**src/rtl/kbd_pkg.sv**
```systemverilog
// Shared types, key codes and decode helpers for the 4x4 keypad scanner.
package kbd_pkg;

    typedef enum logic [1:0] {
        SCAN     = 2'd0,
        DEBOUNCE = 2'd1,
        PRESSED  = 2'd2
    } state_t;

    localparam logic [3:0] KEY_STAR  = 4'hE;
    localparam logic [3:0] KEY_HASH  = 4'hF;

    // All rows released (rows are active-low).
    localparam logic [3:0] ROWS_IDLE = 4'b1111;
    // Column drive after reset: column 0 selected (active-low one-hot).
    localparam logic [3:0] COL_FIRST = 4'b1110;

    // Keypad legend: row r, column c -> hex key code.
    function automatic logic [3:0] key_map(input logic [1:0] row_idx,
                                           input logic [1:0] col_idx);
        logic [3:0] code;
        code = 4'h0;
        case ({row_idx, col_idx})
            4'b00_00: code = 4'h1;
            4'b00_01: code = 4'h2;
            4'b00_10: code = 4'h3;
            4'b00_11: code = 4'hA;
            4'b01_00: code = 4'h4;
            4'b01_01: code = 4'h5;
            4'b01_10: code = 4'h6;
            4'b01_11: code = 4'hB;
            4'b10_00: code = 4'h7;
            4'b10_01: code = 4'h8;
            4'b10_10: code = 4'h9;
            4'b10_11: code = 4'hC;
            4'b11_00: code = KEY_STAR;
            4'b11_01: code = 4'h0;
            4'b11_10: code = KEY_HASH;
            4'b11_11: code = 4'hD;
            default:  code = 4'h0;
        endcase
        return code;
    endfunction

    // Lowest-index low row wins when several rows are pulled down together.
    function automatic logic [1:0] low_row(input logic [3:0] rows);
        logic [1:0] idx;
        idx = 2'd0;
        if (!rows[0])      idx = 2'd0;
        else if (!rows[1]) idx = 2'd1;
        else if (!rows[2]) idx = 2'd2;
        else if (!rows[3]) idx = 2'd3;
        return idx;
    endfunction

    // Index of the column currently driven low.
    function automatic logic [1:0] col_index(input logic [3:0] col);
        logic [1:0] idx;
        idx = 2'd0;
        if (!col[0])      idx = 2'd0;
        else if (!col[1]) idx = 2'd1;
        else if (!col[2]) idx = 2'd2;
        else if (!col[3]) idx = 2'd3;
        return idx;
    endfunction

    // Advance the active-low one-hot column drive: 1110 -> 1101 -> 1011 -> 0111 -> 1110.
    function automatic logic [3:0] next_col(input logic [3:0] col);
        return {col[2:0], col[3]};
    endfunction

endpackage

```
**src/rtl/kbd_scanner_sync2.sv**
```systemverilog
// Two-flop synchronizer for asynchronous inputs, reset to a chosen idle value.
module sync2 #(
    parameter int               WIDTH     = 1,
    parameter logic [WIDTH-1:0] RESET_VAL = '0
) (
    input  logic             clk,
    input  logic             rst,
    input  logic [WIDTH-1:0] d,
    output logic [WIDTH-1:0] q
);

    logic [WIDTH-1:0] meta;

    // Two register stages give metastability time to resolve before use.
    always_ff @(posedge clk or negedge rst) begin
        if (!rst) begin
            meta <= RESET_VAL;
            q    <= RESET_VAL;
        end else begin
            meta <= d;
            q    <= meta;
        end
    end

endmodule

```
**src/rtl/kbd_scanner.sv**
```systemverilog
// Column-locking 4x4 keypad scanner: debounces presses and releases on a slow
// sample tick and emits one key_valid strobe per accepted press.
module kbd_scanner
    import kbd_pkg::*;
#(
    parameter int SCAN_DIV    = 27000,
    parameter int DEB_SAMPLES = 8
) (
    input  logic       clk,
    input  logic       rst,
    input  logic [3:0] fil,
    output logic [3:0] col,
    output logic [3:0] key_code,
    output logic       key_valid,
    output logic       key_held
);

    localparam int TW = (SCAN_DIV > 2) ? $clog2(SCAN_DIV) : 1;
    localparam int CW = $clog2(DEB_SAMPLES + 1);

    localparam logic [TW-1:0] TICK_LAST = TW'(SCAN_DIV - 1);
    localparam logic [CW-1:0] CNT_LAST  = CW'(DEB_SAMPLES - 1);
    localparam logic [CW-1:0] CNT_FULL  = CW'(DEB_SAMPLES);
    localparam logic [CW-1:0] CNT_ONE   = CW'(1);

    logic [3:0]    fs;
    logic [TW-1:0] tcnt;
    logic          tick;

    state_t        state, state_n;
    logic [3:0]    col_n;
    logic [3:0]    samp, samp_n;
    logic [CW-1:0] cnt, cnt_n;
    logic [CW-1:0] rel_cnt, rel_n;
    logic [3:0]    code_n;
    logic          valid_n;
    logic          held_n;
    logic          press;

    sync2 #(
        .WIDTH     (4),
        .RESET_VAL (ROWS_IDLE)
    ) u_fil_sync (
        .clk (clk),
        .rst (rst),
        .d   (fil),
        .q   (fs)
    );

    assign tick = (tcnt == TICK_LAST);

    // Free-running sample/dwell divider; it keeps counting in every state.
    always_ff @(posedge clk or negedge rst) begin
        if (!rst) begin
            tcnt <= '0;
        end else if (tick) begin
            tcnt <= '0;
        end else begin
            tcnt <= tcnt + 1'b1;
        end
    end

    // FSM and output registers.
    always_ff @(posedge clk or negedge rst) begin
        if (!rst) begin
            state     <= SCAN;
            col       <= COL_FIRST;
            samp      <= ROWS_IDLE;
            cnt       <= '0;
            rel_cnt   <= '0;
            key_code  <= 4'h0;
            key_valid <= 1'b0;
            key_held  <= 1'b0;
        end else begin
            state     <= state_n;
            col       <= col_n;
            samp      <= samp_n;
            cnt       <= cnt_n;
            rel_cnt   <= rel_n;
            key_code  <= code_n;
            key_valid <= valid_n;
            key_held  <= held_n;
        end
    end

    // Next-state logic: all decisions are taken on tick only; key_valid
    // defaults low so it can never stretch beyond one cycle.
    always_comb begin
        state_n = state;
        col_n   = col;
        samp_n  = samp;
        cnt_n   = cnt;
        rel_n   = rel_cnt;
        code_n  = key_code;
        valid_n = 1'b0;
        held_n  = key_held;
        press   = 1'b0;

        if (tick) begin
            unique case (state)
                SCAN: begin
                    if (fs == ROWS_IDLE) begin
                        col_n = next_col(col);
                    end else begin
                        // Column freezes here; only this column's keys are seen.
                        samp_n = fs;
                        cnt_n  = CNT_ONE;
                        if (DEB_SAMPLES == 1) begin
                            press = 1'b1;
                        end else begin
                            state_n = DEBOUNCE;
                        end
                    end
                end

                DEBOUNCE: begin
                    if (fs == samp) begin
                        if (cnt == CNT_LAST) begin
                            cnt_n = CNT_FULL;
                            press = 1'b1;
                        end else begin
                            cnt_n = cnt + 1'b1;
                        end
                    end else if (fs == ROWS_IDLE) begin
                        // Bounced back to idle: give up and let rotation resume
                        // from the current column on the next tick.
                        state_n = SCAN;
                        samp_n  = ROWS_IDLE;
                        cnt_n   = '0;
                    end else begin
                        // A different row pattern restarts the count on it.
                        samp_n = fs;
                        cnt_n  = CNT_ONE;
                    end
                end

                PRESSED: begin
                    // Row changes while held are ignored; only a clean
                    // all-released run ends the press.
                    if (fs == ROWS_IDLE) begin
                        if (rel_cnt == CNT_LAST) begin
                            state_n = SCAN;
                            held_n  = 1'b0;
                            col_n   = next_col(col);
                            rel_n   = '0;
                            samp_n  = ROWS_IDLE;
                            cnt_n   = '0;
                        end else begin
                            rel_n = rel_cnt + 1'b1;
                        end
                    end else begin
                        rel_n = '0;
                    end
                end

                default: begin
                    state_n = SCAN;
                end
            endcase
        end

        // Press accepted: fs equals samp on this tick, so decode from fs.
        if (press) begin
            state_n = PRESSED;
            code_n  = key_map(low_row(fs), col_index(col));
            valid_n = 1'b1;
            held_n  = 1'b1;
            rel_n   = '0;
        end
    end

endmodule

```
**config.mk**
```make
export PLATFORM = sky130hd
export DESIGN_NAME = kbd_scanner
export DESIGN_NICKNAME = d
export VERILOG_FILES = /design/src/rtl/kbd_pkg.sv /design/src/rtl/kbd_scanner_sync2.sv /design/src/rtl/kbd_scanner.sv
export SDC_FILE = /design/constraint.sdc
export NUM_CORES = 1
export LEC_CHECK = 0
export CORE_MARGIN = 1
export CORE_UTILIZATION = 30
export DETAILED_ROUTE_END_ITERATION = 10
export GPL_TIMING_DRIVEN = 0
export HOLD_SLACK_MARGIN = 0.15
export SYNTH_ARGS = -nofsm -noshare
export SYNTH_HDL_FRONTEND = slang
export SYNTH_HIERARCHICAL = 1
export SYNTH_SLANG_ARGS = --single-unit
```
**constraint.sdc**
```tcl
create_clock -name clk -period 2.9 [get_ports clk]
set_input_delay 0.29 -clock clk [delete_from_list [all_inputs] [get_ports clk]]
set_output_delay 0.29 -clock clk [all_outputs]
set_load 0.01 [all_outputs]
```
==> flow_summary.json, run 1 <==
{
  "intPower_uw": 937,
  "powerDensity_nw_per_um2": 416,
  "critPathLaunch": "u_fil_sync/q[1]",
  "rows": 32,
  "ys_types": 47,
  "gp_congestion": 0.749,
  "syn2layout_area_growth_pct": 16.9,
  "cp.required_ns": 3.13,
  "drive_gt1_share_pct": 14.9,
  "ant_nets": 0,
  "post-route-min-period_ns": 2.52,
  "combPwrFrac_pct": 3.6,
  "synthCells": 236,
  "ios": 16,
  "holdPathStages": 0,
  "post_cts_buffers": 0,
  "seq_area_sq_um": 1190,
  "cts_sinks": 47,
  "ir_drop_mv": 0.154,
  "power_uw": 1180,
  "max-cap-violations": 0,
  "port_buffers": 15,
  "min_from": "u_fil_sync/meta[0]",
  "setup_viol": 0,
  "path_max_fanout": 8,
  "fillers": 800,
  "coreArea_sq_um": 7770,
  "fin_nets": 277,
  "clockBufferDepth": 2,
  "grt.total_usage_pct": 11.6,
  "post_drt_via_cell_ratio": 4.88,
  "ys_ff_latch": 47,
  "final.period_utilization_pct": 86.9,
  "cts_tree": "done",
  "grt_overflow": 0,
  "power_leakage_uw": 0.00116,
  "maxClockFrequency_mhz": 397,
  "p_switching_uw": 247,
  "start_util_pct": 31.3,
  "swShare_pct": 20.9,
  "vias": 1771,
  "worstMarginPinSlew_ns": 0.539,
  "hpwl_mm": 3.29,
  "end_kind": "flop",
  "async_flop_share_pct": 100,
  "pwr-share-clk_pct": 39.7,
  "synth_edf_count": 0,
  "htreeDepth": 2,
  "seq_area_frac_synth_pct": 49.1,
  "avgSynthCellArea_sq_um": 10.3,
  "grt_first_pass_wirelength_mm": 7.95,
  "clock-root-buffer": "clkbuf_8",
  "synth_nets": 253,
  "grt_pass1_vias": 1688,
  "multi_input_area_sq_um": 1180,
  "cts-resized-gates": 0,
  "cts_made_buffers": 5,
  "ys.flop_type": "dfrtp_1",
  "first_pass_iters": 4,
  "cts_hold_buffers": 1,
  "r2r_end": "state[0]",
  "p_seq_share_pct": 56.6,
  "antenna_found_initial": 0,
  "final_area_sq_um": 2840,
  "status": "complete, no violations",
  "hold_viol_final": 0,
  "placed_cell_area_sq_um": 2730,
  "path_clk_slew_ns": 0.09,
  "slew_headroom_pct": 64.0,
  "rrSetupSlack_ns": 0.38,
  "reg2regPathDepth": 6,
  "synth-warning-count": 6,
  "hp-class": "flop to flop",
  "start_kind": "flop",
  "drv_slew": 0,
  "reg2reg_from": "u_fil_sync/q[1]",
  "grt_max_degree": 28,
  "synth_area_sq_um": 2430,
  "drtIter0Drc": 102,
  "route.final.wire_length_mm": 4.41,
  "clock_latency_ns": 0.30,
  "wire_per_inst_um": 12.1,
  "endpoint": "state[0]",
  "die_y_um": 92.0,
  "fin_tns_setup_ns": 0,
  "rsz0062_at_grt": "false",
  "diodes": 0,
  "crit_arrival_ns": 2.75,
  "skew_ns": 0.0101,
  "die_x_um": 92.0,
  "drc_errors": 0,
  "die-area_sq_um": 8470,
  "crit_type": "flop to flop"
}
-- kinds of logic after synthesis --
kind of cell    after synthesis  synth area share [%]
fa+ha+maj                    11                  5.66
xor+xnor                     14                  5.04
compound gates               43                  10.3
flops                        47                  49.1
simple gates                 94                  21.9
buf+inv                      14                  2.21
mux                          13                  5.71
-- worst max-delay path, stage by stage (launching register included) --
cell and delay (ns):
dfstp_2 0.52, clkbuf_2 0.17, nand4_1 0.36, o31ai_1 0.57
nand2_1 0.12, a2111oi_2 0.47, mux2i_1 0.23
-- cell type report --
class,count,share of cell area [%]
Clock inverter,3,1.36
Timing Repair Buffer,17,6.16
Inverter,10,1.32
Tap cell,102,4.49
Multi-Input combinational cell,175,41.6
Buffer,4,0.572
Sequential cell,47,42.0
Clock buffer,5,2.42
-- Yosys cell counts, types with 2 or more instances --
cell      count  area share [%]
o21ai_0      17             3.5
mux2_2        6             2.8
nor2_1       14             2.2
o31ai_1       2            0.62
nand4_1      10             2.6
nand3_1      11             2.3
dfrtp_1      32              33
ha_1         11             5.7
a21oi_1      14             2.9
xnor2_1       8             2.9
nand2_1      30             4.6
nor2b_1       3            0.77
or4_1         2            0.62
clkbuf_1      3            0.46
a31oi_1       2            0.51
or3_1         4             1.0
inv_1        10             1.5
mux2i_1       6             2.5
a22oi_1       2            0.62
nor3_1        2            0.41
and4_1        2            0.72
dfstp_2      15              16
xor2_1        6             2.2
-- power by group through the flow --
stage / clock, uW / combinational (uW) / sequential (uW)
2_1_floorplan: 0 / 17.8 / 681
3_3_place_gp: 0 / 40.5 / 682
3_5_place_dp: 0 / 43.4 / 683
4_1_cts: 487 / 44.5 / 670
5_1_grt: 514 / 49.9 / 672
6_report: 470 / 43.1 / 670
-- worst min-delay path by stage --
stage	end	slack, ns
after global placement	u_fil_sync/q[2]	0.35
after detailed placement	key_valid	0.28
final	u_fil_sync/q[0]	0.36
after CTS	u_fil_sync/q[1]	0.36
after floorplan	cnt[0]	-0.006
after global routing	u_fil_sync/q[0]	0.36
-- routing by layer --
layer	global-route usage (%)	part of all wire (%)	wire length, um	vias up
met5	0	0	0	-
met4	3.52	1.2	51	0
met3	2.99	2.9	128	6
met2	17.7	46	2010	21
met1	16.0	50	2220	857
li1	-	-	-	887
-- metrics by stage --
stage / cells / hold slack (ns) / setup WS [ns] / utilization [%]
2_1_floorplan: 236 / -0.00559 / 0.650 / -
3_3_place_gp: 353 / 0.346 / 0.232 / 34.9
3_5_place_dp: 354 / 0.279 / 0.387 / 35.1
4_1_cts: 363 / 0.359 / 0.369 / 36.6
5_1_grt: 363 / 0.361 / 0.0710 / 36.6
6_report: 363 / 0.357 / 0.380 / 36.6
-- flip-flops by register name, indices dropped and copies added (netlist names), 4 cells and up --
name	cells
tcnt	15
col	4
samp	4
rel_cnt	4
u_fil_sync/meta	4
key_code	4
u_fil_sync/q	4
cnt	4
-- cells in the final DEF (no fill, tap or decap), types with 2 or more instances in the layout --
cell type,instances
clkbuf_8,5
a21oi_1,14
nand4_1,10
mux2i_1,6
clkbuf_1,3
a22oi_1,2
clkdlybuf4s50_1,14
inv_1,10
o31ai_1,2
nand3_1,11
o21ai_0,17
or4_1,2
nor3_1,2
mux2_2,6
and4_1,2
nor2b_1,3
xor2_1,6
nor2_1,14
nand2_1,30
xnor2_1,8
dfstp_2,15
a31oi_1,2
dfrtp_1,32
or3_1,4
ha_1,11
Note: power is estimated with default switching activity, not from simulation.
==> run 2: changes to the inputs <==
ABC_AREA = 1   (was unset)
CTS_CLUSTER_SIZE = 16   (was unset)
SKIP_CTS_REPAIR_TIMING = 1   (was unset)
==> flow_summary.json, run 2 <==
{
  "synth_nets": 339,
  "whs_ns": 0.359,
  "ys.flop_type": "dfrtp_1",
  "coreArea_sq_um": 8340,
  "syn2layout_area_growth_pct": 15.7,
  "die_y_um": 95.5,
  "path_max_fanout": 5,
  "layout_common_cells": "nand2_1, inv_1, nor2_1",
  "synthCells": 322,
  "dp_cells": 443,
  "synth_simple_gate_area_share_pct": 30.4,
  "synth_top_area_cell": "dfrtp_1",
  "async_flop_share_pct": 100,
  "end_kind": "flop",
  "powerDensity_nw_per_um2": 392,
  "reg2reg_from": "col[1]",
  "placed_cell_area_sq_um": 2920,
  "path_cells": "inv_1 -> o21ai_0 -> ha_1 -> o211ai_1 -> nand3_1 -> nand2_1",
  "skew_ns": 0.00849,
  "ios": 16,
  "grt.total_usage_pct": 12.7,
  "yosys.area_share.adder_pct": 5.24,
  "die-area_sq_um": 9130,
  "hp-class": "flop to flop",
  "die_x_um": 95.5,
  "cp.required_ns": 3.14,
  "antenna_found_initial": 0,
  "fillers": 861,
  "port_buffers": 15,
  "min_to": "u_fil_sync/q[2]",
  "grt_pass1_vias": 2030,
  "ant_nets": 0,
  "synth_area_sq_um": 2630,
  "cts_tree": "done",
  "fin_tns_setup_ns": 0,
  "r2r_end": "key_code[2]",
  "synth_top_area_share_pct": 30.5,
  "synth-warning-count": 6,
  "max-cap-violations": 0,
  "rsz0062_at_grt": "false",
  "ys_ff_latch": 47,
  "power_uw": 1190,
  "fin_cells": 452,
  "grt_first_pass_wirelength_mm": 9.06,
  "drive_gt1_share_pct": 14.4,
  "reg2regPathDepth": 6,
  "hpwl_mm": 3.79,
  "rows": 33,
  "synthMuxAreaShare_pct": 0,
  "fin_nets": 363,
  "clockBufferDepth": 2,
  "rrSetupSlack_ns": 1.02,
  "seq_area_frac_synth_pct": 45.5,
  "clock-root-buffer": "clkbuf_8",
  "synth-xor-area-share_pct": 2.00,
  "diodes": 0,
  "path_clk_slew_ns": 0.08,
  "slew_headroom_pct": 61.5,
  "cts_sinks": 47,
  "grt_overflow": 0,
  "wire_per_inst_um": 11.2,
  "synth_compound_area_share_pct": 9.39,
  "ys_types": 36,
  "first_pass_iters": 4,
  "ys_top_cells_by_count": "nand2_1, inv_1, nor2_1",
  "multi_input_area_sq_um": 1230,
  "holdPathStages": 0,
  "final_area_sq_um": 3040,
  "min_from": "u_fil_sync/meta[2]",
  "worstMarginPinSlew_ns": 0.571,
  "largest_register_ffs": 15,
  "hold_viol_final": 0,
  "setup_viol": 0,
  "start_kind": "flop",
  "route.final.wire_length_mm": 5.07,
  "drc_errors": 0,
  "synth_edf_count": 0,
  "synth_area_leaders": "dfrtp_1, dfstp_2, nand2_1",
  "grt_max_degree": 27,
  "htreeDepth": 2,
  "crit_arrival_ns": 2.12,
  "slowest_delay_ns": 0.57,
  "status": "complete, no violations",
  "seq_area_sq_um": 1190,
  "gp_congestion": 0.806,
  "ir_drop_mv": 0.139,
  "final.period_utilization_pct": 64.7,
  "start_util_pct": 31.5,
  "synth.most_common_cell": "nand2_1",
  "drtIter0Drc": 93,
  "cts_made_buffers": 5,
  "clock_latency_ns": 0.30,
  "synth_top_family_by_area": "simple AND/OR/NAND/NOR gates",
  "power_leakage_uw": 0.00135,
  "post_drt_via_cell_ratio": 4.61,
  "regMostFlops": "tcnt",
  "crit_type": "flop to flop",
  "post-route-min-period_ns": 1.88,
  "vias": 2084,
  "maxClockFrequency_mhz": 533,
  "drv_slew": 0,
  "critPathSlowestCell": "dfstp_2",
  "avgSynthCellArea_sq_um": 8.15,
  "final_common_cell": "nand2_1"
}
run 2: area by class of cell:
class | instances | area share [%]
Timing Repair Buffer | 17 | 5.77
Tap cell | 105 | 4.32
Clock buffer | 7 | 2.51
Multi-Input combinational cell | 227 | 40.7
Inverter | 46 | 5.77
Sequential cell | 47 | 39.3
Clock inverter | 1 | 0.988
Buffer | 2 | 0.659
run 2: cell families after synthesis:
| group | after synthesis |
|---|---|
| simple gates | 170 |
| buf+inv | 48 |
| flops | 47 |
| compound gates | 40 |
| fa+ha+maj | 11 |
| xor+xnor | 6 |
run 2: worst max path at each step:
stage | startpoint | cells past startpoint | end
after floorplan | col[1] | 10 | key_code[1]
after global placement | rst | 1 | key_code[1]
after detailed placement | col[1] | 6 | key_code[2]
after CTS | col[1] | 10 | key_code[1]
after global routing | col[1] | 9 | key_code[1]
final | col[1] | 6 | key_code[2]
run 2: stage by stage:
step | utilization [%] | setup WS (ns)
final | 36.4 | 1.02
after global routing | 36.4 | 0.844
after CTS | 36.3 | 1.01
after detailed placement | 35.0 | 1.03
after global placement | 34.8 | 0.175
after floorplan | - | 1.18
run 2: critical path, delay by kind of cell, from the launching register on:
| kind | cells | cell delay [ns] |
|---|---|---|
| AOI/OAI and AO/OA | 2 | 0.66 |
| DFF | 1 | 0.57 |
| and+or+nand+nor | 2 | 0.18 |
| adders and majority gates | 1 | 0.35 |
| buffers and inverters | 1 | 0.06 |
run 2: routing by layer:
layer  vias up  global-route usage, %  share of wire (%)
li1       1069                      -                  -
met1       984                   16.6                 49
met2        24                   20.7                 47
met3         7                   2.95                3.0
met4         0                   4.35                1.3
met5         -                      0                  0
run 2: report_power, final:
group / internal, uW / switching [uW]
Combinational: 15.7 / 29.5
Sequential: 666 / 4.54
Clock: 258 / 218
Total: 940 / 252
==> run 3: changes to the inputs <==
clock period = 1.7 ns   (was 2.9 ns; I/O delays follow)
==> flow_summary.json, run 3 (synthesis results as in run 2) <==
{
  "crit_arrival_ns": 1.88,
  "fillers": 842,
  "grt_max_degree": 28,
  "hold_viol_final": 0,
  "die_y_um": 95.5,
  "antenna_found_initial": 0,
  "setup_viol": 0,
  "clock_latency_ns": 0.31,
  "post-route-min-period_ns": 1.63,
  "coreArea_sq_um": 8340,
  "die_x_um": 95.5,
  "drtIter0Drc": 73,
  "grt_pass1_vias": 2046,
  "largest_register_ffs": 15,
  "drc_errors": 0,
  "endpoint": "samp[1]",
  "cp.required_ns": 1.94,
  "whs_ns": 0.252,
  "rrSetupSlack_ns": 0.07,
  "cts_made_buffers": 5,
  "placed_cell_area_sq_um": 2920,
  "ant_nets": 0,
  "fin_nets": 378,
  "drv_slew": 0,
  "hpwl_mm": 3.74,
  "final.period_utilization_pct": 96.1,
  "diodes": 0,
  "use_met3_pct": 3.19,
  "ios": 16,
  "drive_gt1_share_pct": 28.2,
  "path_max_fanout": 8,
  "maxClockFrequency_mhz": 612,
  "path_cells": "ha_2 -> nand2_2 -> nor2_4 -> inv_2 -> a21oi_4 -> nand3_4 -> nor2_4 -> buf_6 -> o21ai_2",
  "gp_congestion": 0.773,
  "final_area_sq_um": 3300,
  "power_leakage_uw": 0.00147,
  "fin_cells": 467,
  "final_common_cell": "nand2_1",
  "vias": 2112,
  "power_uw": 1940,
  "crit_type": "flop to flop",
  "start_util_pct": 31.5,
  "regMostFlops": "tcnt",
  "grt_first_pass_wirelength_mm": 8.99,
  "reg2reg_from": "rel_cnt[0]",
  "layout_common_cells": "nand2_1, inv_1, dfrtp_1",
  "ir_drop_mv": 0.302,
  "r2r_end": "samp[1]",
  "critPathLaunch": "rel_cnt[0]",
  "use_met1_pct": 16.3,
  "critPathSlowestCell": "dfrtp_1",
  "clock-root-buffer": "clkbuf_8",
  "powerDensity_nw_per_um2": 587,
  "grt_use_met2_pct": 20.4,
  "htreeDepth": 2,
  "min_from": "fil[1]",
  "status": "complete, no violations",
  "worstMarginPinSlew_ns": 0.487,
  "post_drt_via_cell_ratio": 4.52,
  "start_kind": "flop",
  "rsz0062_at_grt": "true",
  "skew_ns": 0.0125,
  "cts_tree": "done",
  "port_buffers": 15,
  "syn2layout_area_growth_pct": 25.8,
  "max-cap-violations": 0,
  "grt.busiest_layer": "met2",
  "end_kind": "flop",
  "slowest_delay_ns": 0.41,
  "rows": 33,
  "hp-class": "input pin to flop",
  "path_clk_slew_ns": 0.10,
  "dp_cells": 443,
  "critical_path.most_common_cell": "nor2_4",
  "grt.total_usage_pct": 12.8,
  "route.final.wire_length_mm": 5.25,
  "die-area_sq_um": 9130,
  "cts_sinks": 47,
  "wire_per_inst_um": 11.2,
  "slew_headroom_pct": 67.5,
  "first_pass_iters": 4,
  "reg2regPathDepth": 9,
  "clockBufferDepth": 2,
  "grt_overflow": 0,
  "fin_util_pct": 39.6
}
## run 3: cell types whose count changed in the layout (fill, tap and decap cells not counted), sizes merged
cell,before,now
clkinvlp,0,2
inv,43,45
bufinv,1,0
buf,4,19
clkinv,3,2
clkbuf,7,5
## run 3: worst min path at each step
stage / end / slack [ns] / depth (start not counted)
3_3_place_gp: u_fil_sync/q[2] / 0.35 / 0
5_1_grt: u_fil_sync/meta[1] / 0.26 / 1
6_report: u_fil_sync/meta[1] / 0.25 / 1
3_5_place_dp: tcnt[10] / 0.17 / 1
4_1_cts: tcnt[10] / -0.17 / 1
2_1_floorplan: cnt[0] / -0.13 / 0
## run 3: power by group
group	total [uW]	switching (uW)	internal, uW
registers	1140	7.96	1140
clock network	712	418	295
logic	82.1	52.8	29.3
total	1940	478	1460
## run 3: final cells by class
type	count	area [sq um]	share of cell area, %
Timing Repair Buffer	32	295	8.94
Multi-Input combinational cell	227	1390	42.1
Buffer	2	22.5	0.682
Tap cell	105	131	3.98
Clock inverter	3	23.8	0.720
Sequential cell	47	1190	36.2
Inverter	46	176	5.34
Clock buffer	5	68.8	2.08
## run 3: routing by layer
layer	share of wire (%)	wire, um
met1	47	2470
met2	48	2540
met3	2.9	153
met4	1.7	91
met5	0	0
## run 3: worst max-delay path, delay by kind of cell, from the launching register on
kind	cells	cell delay [ns]
compound gates	2	0.20
buf+inv	2	0.21
fa+ha+maj	1	0.20
simple gates	4	0.55
flops	1	0.41
## run 3: per-stage QoR
stage | worst slack, ns | setup TNS, ns
finish | 0.0657 | 0
global route | -0.0606 | -0.308
CTS | -0.162 | -0.413
detailed placement | -0.121 | -0.319
global placement | -0.901 | -34.92
floorplan | 0.0260 | 0
